$ cat src/rtl/ds_issue_pkg.sv
// Shared types and constants for the decode-stage issue controller.
// Holds default widths, the zero-register constant and the forward slot bundle.
package ds_issue_pkg;

  localparam int DATA_W_DEF = 32;
  localparam int AW_DEF = 5;
  localparam int ZERO_REG = 0;

  typedef struct packed {
    logic                  valid;
    logic                  we;
    logic                  rdy;
    logic [AW_DEF-1:0]     waddr;
    logic [DATA_W_DEF-1:0] wdata;
  } fwd_slot_t;

endpackage

$ cat src/rtl/ds_fwd_mux.sv
// Priority forward select for one source operand.
// Lowest slot index wins; r0 always reads zero.
module ds_fwd_mux
  import ds_issue_pkg::*;
#(
  parameter int DATA_W = DATA_W_DEF,
  parameter int AW = AW_DEF,
  parameter int NUM_FWD = 3
) (
  input  logic [AW-1:0]             raddr,
  input  logic                      use_src,
  input  logic [DATA_W-1:0]         rf_rdata,
  input  logic [NUM_FWD-1:0]        fwd_valid,
  input  logic [NUM_FWD-1:0]        fwd_we,
  input  logic [NUM_FWD*AW-1:0]     fwd_waddr,
  input  logic [NUM_FWD*DATA_W-1:0] fwd_wdata,
  input  logic [NUM_FWD-1:0]        fwd_rdy,
  input  logic                      sb_bit,
  input  logic                      long_hit,
  output logic [DATA_W-1:0]         data,
  output logic                      stall
);

  localparam logic [AW-1:0] RZ = AW'(ZERO_REG);

  logic win_rdy;

  // Scan oldest to youngest so the youngest match overrides.
  always_comb begin
    data = rf_rdata;
    win_rdy = 1'b1;
    for (int i = NUM_FWD - 1; i >= 0; i--) begin
      if (fwd_valid[i] && fwd_we[i] &&
          fwd_waddr[i*AW +: AW] != RZ &&
          fwd_waddr[i*AW +: AW] == raddr) begin
        data = fwd_wdata[i*DATA_W +: DATA_W];
        win_rdy = fwd_rdy[i];
      end
    end
    if (raddr == RZ) begin
      data = '0;
    end
    stall = use_src & (~win_rdy | (sb_bit & ~long_hit));
  end

endmodule

$ cat src/rtl/ds_issue_ctl.sv
// Decode-stage issue controller: ID valid, ID->EXE register, scoreboard.
// Optional DS_PERF_CNT_EN adds stall/bubble counters.
module ds_issue_ctl
  import ds_issue_pkg::*;
#(
  parameter int DATA_W = DATA_W_DEF,
  parameter int AW = AW_DEF,
  parameter int NUM_FWD = 3,
  parameter int PAY_W = 64,
  localparam int NREG = 1 << AW
) (
  input  logic                      clk,
  input  logic                      reset,
  input  logic                      to_ds_valid,
  input  logic [PAY_W-1:0]          ds_in_pay,
  input  logic [AW-1:0]             ds_raddr1,
  input  logic [AW-1:0]             ds_raddr2,
  input  logic                      ds_use1,
  input  logic                      ds_use2,
  input  logic                      ds_rf_we,
  input  logic [AW-1:0]             ds_waddr,
  input  logic                      ds_is_long,
  input  logic [DATA_W-1:0]         rf_rdata1,
  input  logic [DATA_W-1:0]         rf_rdata2,
  input  logic [NUM_FWD-1:0]        fwd_valid,
  input  logic [NUM_FWD-1:0]        fwd_we,
  input  logic [NUM_FWD*AW-1:0]     fwd_waddr,
  input  logic [NUM_FWD*DATA_W-1:0] fwd_wdata,
  input  logic [NUM_FWD-1:0]        fwd_rdy,
  input  logic                      long_wb_valid,
  input  logic [AW-1:0]             long_wb_waddr,
  input  logic                      br_cancel,
  input  logic                      es_allow_in,
  output logic                      ds_valid,
  output logic                      ds_ready_go,
  output logic                      ds_allow_in,
  output logic [DATA_W-1:0]         op1,
  output logic [DATA_W-1:0]         op2,
  output logic                      es_valid,
  output logic [PAY_W-1:0]          es_pay,
  output logic [DATA_W-1:0]         es_src1,
  output logic [DATA_W-1:0]         es_src2,
  output logic                      es_rf_we,
  output logic [AW-1:0]             es_waddr,
  output logic [NREG-1:0]           sb_busy
`ifdef DS_PERF_CNT_EN
  ,
  output logic [31:0]               perf_stall,
  output logic [31:0]               perf_bubble
`endif
);

  localparam logic [AW-1:0] RZ = AW'(ZERO_REG);

  logic stall1, stall2, waw, hazard;
  logic issue, sb_set;
  logic hit1, hit2, hit_w;
  logic [NREG-1:0] sb_next;

  assign hit1 = long_wb_valid & (long_wb_waddr == ds_raddr1);
  assign hit2 = long_wb_valid & (long_wb_waddr == ds_raddr2);
  assign hit_w = long_wb_valid & (long_wb_waddr == ds_waddr);

  ds_fwd_mux #(
    .DATA_W (DATA_W),
    .AW     (AW),
    .NUM_FWD(NUM_FWD)
  ) u_fwd1 (
    .raddr    (ds_raddr1),
    .use_src  (ds_use1),
    .rf_rdata (rf_rdata1),
    .fwd_valid(fwd_valid),
    .fwd_we   (fwd_we),
    .fwd_waddr(fwd_waddr),
    .fwd_wdata(fwd_wdata),
    .fwd_rdy  (fwd_rdy),
    .sb_bit   (sb_busy[ds_raddr1]),
    .long_hit (hit1),
    .data     (op1),
    .stall    (stall1)
  );

  ds_fwd_mux #(
    .DATA_W (DATA_W),
    .AW     (AW),
    .NUM_FWD(NUM_FWD)
  ) u_fwd2 (
    .raddr    (ds_raddr2),
    .use_src  (ds_use2),
    .rf_rdata (rf_rdata2),
    .fwd_valid(fwd_valid),
    .fwd_we   (fwd_we),
    .fwd_waddr(fwd_waddr),
    .fwd_wdata(fwd_wdata),
    .fwd_rdy  (fwd_rdy),
    .sb_bit   (sb_busy[ds_raddr2]),
    .long_hit (hit2),
    .data     (op2),
    .stall    (stall2)
  );

  assign waw = ds_rf_we & ~ds_is_long & (ds_waddr != RZ)
             & sb_busy[ds_waddr] & ~hit_w;
  assign hazard = stall1 | stall2 | waw;
  assign ds_ready_go = ~hazard | ~ds_valid;
  assign ds_allow_in = ~ds_valid | (ds_ready_go & es_allow_in);
  assign issue = ds_valid & ds_ready_go & es_allow_in;
  assign sb_set = issue & ds_is_long & ds_rf_we & (ds_waddr != RZ);

  // Next scoreboard: clear on long write-back, a new producer wins.
  always_comb begin
    sb_next = sb_busy;
    if (long_wb_valid) begin
      sb_next[long_wb_waddr] = 1'b0;
    end
    if (sb_set) begin
      sb_next[ds_waddr] = 1'b1;
    end
  end

  // ID valid, EXE register and scoreboard state.
  always_ff @(posedge clk or posedge reset) begin
    if (reset) begin
      ds_valid <= 1'b0;
      es_valid <= 1'b0;
      es_pay   <= '0;
      es_src1  <= '0;
      es_src2  <= '0;
      es_rf_we <= 1'b0;
      es_waddr <= '0;
      sb_busy  <= '0;
    end else begin
      if (br_cancel) begin
        ds_valid <= 1'b0;
      end else if (ds_allow_in) begin
        ds_valid <= to_ds_valid;
      end
      if (es_allow_in) begin
        es_valid <= ds_valid & ds_ready_go;
      end
      if (issue) begin
        es_pay   <= ds_in_pay;
        es_src1  <= op1;
        es_src2  <= op2;
        es_rf_we <= ds_rf_we;
        es_waddr <= ds_waddr;
      end
      sb_busy <= sb_next;
    end
  end

`ifdef DS_PERF_CNT_EN
  // Wrapping stall and bubble counters.
  always_ff @(posedge clk or posedge reset) begin
    if (reset) begin
      perf_stall  <= '0;
      perf_bubble <= '0;
    end else begin
      if (ds_valid & ~ds_ready_go) begin
        perf_stall <= perf_stall + 32'd1;
      end
      if (es_allow_in & ~issue) begin
        perf_bubble <= perf_bubble + 32'd1;
      end
    end
  end
`endif

endmodule

$ cat config.mk
export PLATFORM = sky130hd
export DESIGN_NAME = ds_issue_ctl
export DESIGN_NICKNAME = d
export VERILOG_FILES = /design/src/rtl/ds_issue_pkg.sv /design/src/rtl/ds_fwd_mux.sv /design/src/rtl/ds_issue_ctl.sv
export SDC_FILE = /design/constraint.sdc
export NUM_CORES = 1
export LEC_CHECK = 0
export ABC_AREA = 1
export CORE_AREA = 2 2 202 204
export CTS_BUF_LIST = sky130_fd_sc_hd__clkbuf_2 sky130_fd_sc_hd__clkbuf_4 sky130_fd_sc_hd__clkbuf_8
export DETAILED_ROUTE_END_ITERATION = 8
export DIE_AREA = 0 0 204 206
export PLACE_DENSITY = 0.63
export SYNTH_ARGS = -nofsm -noshare
export SYNTH_HDL_FRONTEND = slang
export SYNTH_HIERARCHICAL = 1
export SYNTH_SLANG_ARGS = --single-unit
export TNS_END_PERCENT = 20
$ cat constraint.sdc
create_clock -name clk -period 10.2 [get_ports clk]
set_clock_uncertainty 0.1 [all_clocks]
set_input_delay 2.04 -clock clk [delete_from_list [all_inputs] [get_ports clk]]
set_output_delay 2.04 -clock clk [all_outputs]
set_load 0.02 [all_outputs]
==> run_results.csv <==
group,metric,value,unit
status,status,"finished clean",
floorplanning,start_util,0.3171,
global_routing,grt_pass1_wl,84.62,mm
cts,cts_resized,0,
synthesis,ys.flop_type,"dfrtp_1",
synthesis,synth_edf_count,0,
timing,worstMarginPinSlew,1243,ps
timing,max_freq,125.5,MHz
critical_path,crit_path_max_incr_delay,940,ps
place,dpl.hpwl,41.91,mm
final_layout,area_growth,43.52,%
min_path,hold_depth,2,
drt,antenna_left,0,
synthesis,yosys_warnings,6,
synthesis,synth_xor_area_frac,0.008936,
cts,clockBufferDepth,2,
drt,route.vias.total,14590,
final_layout,final_area,18290,um2
critical_path,crit_type,"in2out",
place,place_area,17830,um2
cts,clock_latency,540,ps
drt,drc,0,
synthesis,synth_fp_nets,2159,
floorplanning,rows,74,
floorplanning,dieArea,42020,um2
cts,postCtsSetupRepairBufs,0,
floorplanning,die_h,206,um
synthesis,synth_fa_ha_area_frac,0,
min_path,min_path_type,"reg2reg",
critical_path,rrSetupSlack,5850,ps
synthesis,ys_ff_latch,168,
cts,cts_tree,"yes",
drt,viasPerCell,5.100,
critical_path,cp_slowest_cell,"clkdlybuf4s50_1",
final_layout,layout_commonest_cell,"nand2_1",
synthesis,synth_compound_area_frac,0.1224,
floorplanning,die_x,204,um
global_routing,grtUsageTotal,0.2635,
final_layout,drive_gt1_frac,0.09526,
drt,drt_iter0_drc,1450,
synthesis,synth.avg_cell_area,6.774,um2
critical_path,cp.arrival,5830,ps
drt,wirelength,56.94,mm
synthesis,syn-cell-area,12740,um2
critical_path,cpLargestDelayFamily,"simple AND/OR/NAND/NOR gates",
critical_path,crit_path_end_kind,"output port",
drt,dr.pass1.iters,6,
final_layout,multi_input_area,6795,um2
final_layout,final_cell_mix,"nand2_1, clkdlybuf4s50_1, inv_1, dfrtp_1, o21ai_0",
timing,rsz0062_at_grt,"false",
flow_run,maxCapViolCount,0,
cts,cts_buffers,17,
place,place_ws,2211,ps
timing,finalWorstSetupSlack,2233,ps
timing,slew_viol_final,0,
place,gp_congestion,0.9609,
place,portBuffers,511,
power_and_ir_drop,leakage,9.151,nW
synthesis,yosysSeqAreaShare,0.3300,
timing,min_period_over_period,0.7811,
critical_path,path_common_cell,"nand2_1",
critical_path,cp.depth,13,
timing,slew_headroom,0.1708,
critical_path,path_cells,"clkdlybuf4s50_1 -> inv_2 -> nand2_1 -> nand4_4 -> nor2_8 -> nand2_4 -> nand2_1 -> nand2_1 -> a21oi_1 -> nor2_1 -> nand3_1 -> nand2_1 -> clkdlybuf4s50_1",
synthesis,synth-simple-area-share,0.4013,
cts,htree_levels,4,
cts,ctsRootBufferMaster,"clkbuf_8",
floorplanning,core_area,40180,um2
global_routing,antenna_found_initial,9,
synthesis,synth_area_leader_cell,"dfrtp_1",
critical_path,crit_buf_inv,3,
final_layout,nets,2585,
drt,wl_per_cell,19.90,um
global_routing,gr-total-overflow,0,
synthesis,synth_top_area_share,0.3300,
synthesis,syn_inst,1881,
timing,fin_crit,7967,ps
floorplanning,ioPinCount,512,
cts,cts.clk_slew.worst_paths,100,ps
timing,setup_violations,0,
synthesis,async_flop_share,1.000,
cts,cts.sinks,168,
critical_path,required,8060,ps
power_and_ir_drop,pwr_density_cell,136.4,nW/um2
critical_path,reg2reg_depth,16,
timing,tns,0,ps
final_layout,fill_cells,4124,
power_and_ir_drop,vdd_drop_max,0.0001172,V
critical_path,start_kind,"input port",
synthesis,yosysUniqueCellTypes,40,
critical_path,worstPathMaxFanout,34,
cts,ctsHoldBuffers,0,
synthesis,muxShareOfSynthArea,0,
global_routing,grt_max_degree,102,
timing,hold_viol,0,
global_routing,first_global_vias,13770,
synthesis,synth_top_family_by_area,"simple AND/OR/NAND/NOR gates",
final_layout,seq_area,4204,um2
synthesis,synthTopCellsByArea,"dfrtp_1, nand2_1, inv_1",
-- logic make-up (layout without fill, tap and decap cells) --
| group | count (synthesis) | count (layout) |
|---|---|---|
| DFF | 168 | 168 |
| buffers and inverters | 372 | 811 |
| other | 0 | 9 |
| AOI/OAI and AO/OA | 245 | 245 |
| xor gates and xnor gates | 13 | 13 |
| and+or+nand+nor | 1083 | 1083 |
-- final timing paths --
check | start | end
min in group asynchronous | reset | es_waddr[0]
worst max register to register | sb_busy[26] | es_src2[29]
worst min register to register | es_pay[46] | es_pay[46]
worst max-delay path | ds_raddr2[0] | ds_allow_in
worst min-delay path | es_pay[46] | es_pay[46]
max in group asynchronous | reset | es_pay[39]
-- metal layers --
layer | global-route usage | wire length (um) | vias up
met3 | 0.05740 | 5287 | 93
met4 | 0.1033 | 1710 | 2
met1 | 0.3431 | 23410 | 6869
met5 | 0 | 9 | -
li1 | - | - | 6819
met2 | 0.4260 | 26530 | 809
-- area by class of cell --
cell class                      count  area share
Sequential cell                   168      0.2299
Clock buffer                       17     0.01280
Antenna cell                        9    0.001232
Tap cell                          532     0.03640
Timing Repair Buffer              521      0.2838
Inverter                          258     0.05337
Clock inverter                     15     0.01088
Multi-Input combinational cell   1341      0.3716
-- worst reg2reg max path, delay by kind of cell, from the launching register on --
kind / cells / cell delay (ps)
AOI/OAI and AO/OA: 6 / 750
buffers and inverters: 3 / 1550
DFF: 1 / 480
and+or+nand+nor: 7 / 1450
-- sequential cells by signal, indices dropped and copies added (netlist names) --
name,cells
sb_busy,32
es_rf_we,1
es_src2,32
es_waddr,5
es_pay,64
es_src1,32
ds_valid,1
es_valid,1
-- synthesized netlist by cell type (2+ instances only) --
| master | count |
|---|---|
| nand2_1 | 703 |
| inv_1 | 247 |
| dfrtp_1 | 168 |
| o21ai_0 | 112 |
| nand3_1 | 103 |
| nor2_1 | 92 |
| nand3_2 | 83 |
| nand4_1 | 68 |
| a21oi_2 | 64 |
| buf_2 | 40 |
| clkbuf_1 | 29 |
| o21ai_1 | 24 |
| buf_6 | 18 |
| buf_4 | 16 |
| o221ai_1 | 14 |
| a21oi_1 | 12 |
| nor3_1 | 12 |
| inv_2 | 10 |
| o22ai_1 | 8 |
| xor2_1 | 7 |
| xnor2_1 | 6 |
| buf_12 | 4 |
| buf_8 | 4 |
| nand2_2 | 4 |
| nand4_4 | 4 |
| nor2_8 | 4 |
| buf_1 | 3 |
| a21boi_0 | 2 |
| a21boi_1 | 2 |
| a21o_1 | 2 |
| a31oi_1 | 2 |
| nand2_4 | 2 |
| nand3_4 | 2 |
| nand3b_2 | 2 |
| nor4_1 | 2 |
| o211a_1 | 2 |
-- report_power, final --
| part | internal [mW] | total (mW) | switching, mW |
|---|---|---|---|
| Combinational | 0.489 | 1.07 | 0.584 |
| Sequential | 0.812 | 0.897 | 0.0856 |
| Clock | 0.191 | 0.524 | 0.333 |
-- stage by stage --
step           cells  total power [mW]  utilization  hold slack [ps]
5_1_grt         2859             2.635       0.4549            411.6
2_1_floorplan   1881             1.406            -            488.9
6_report        2861             2.495       0.4551            388.8
3_5_place_dp    2820             1.983       0.4437            364.0
4_1_cts         2852             2.521       0.4545            393.2
3_3_place_gp    2820             1.974       0.4437            361.0
Note: power is estimated with default switching activity, not from simulation.
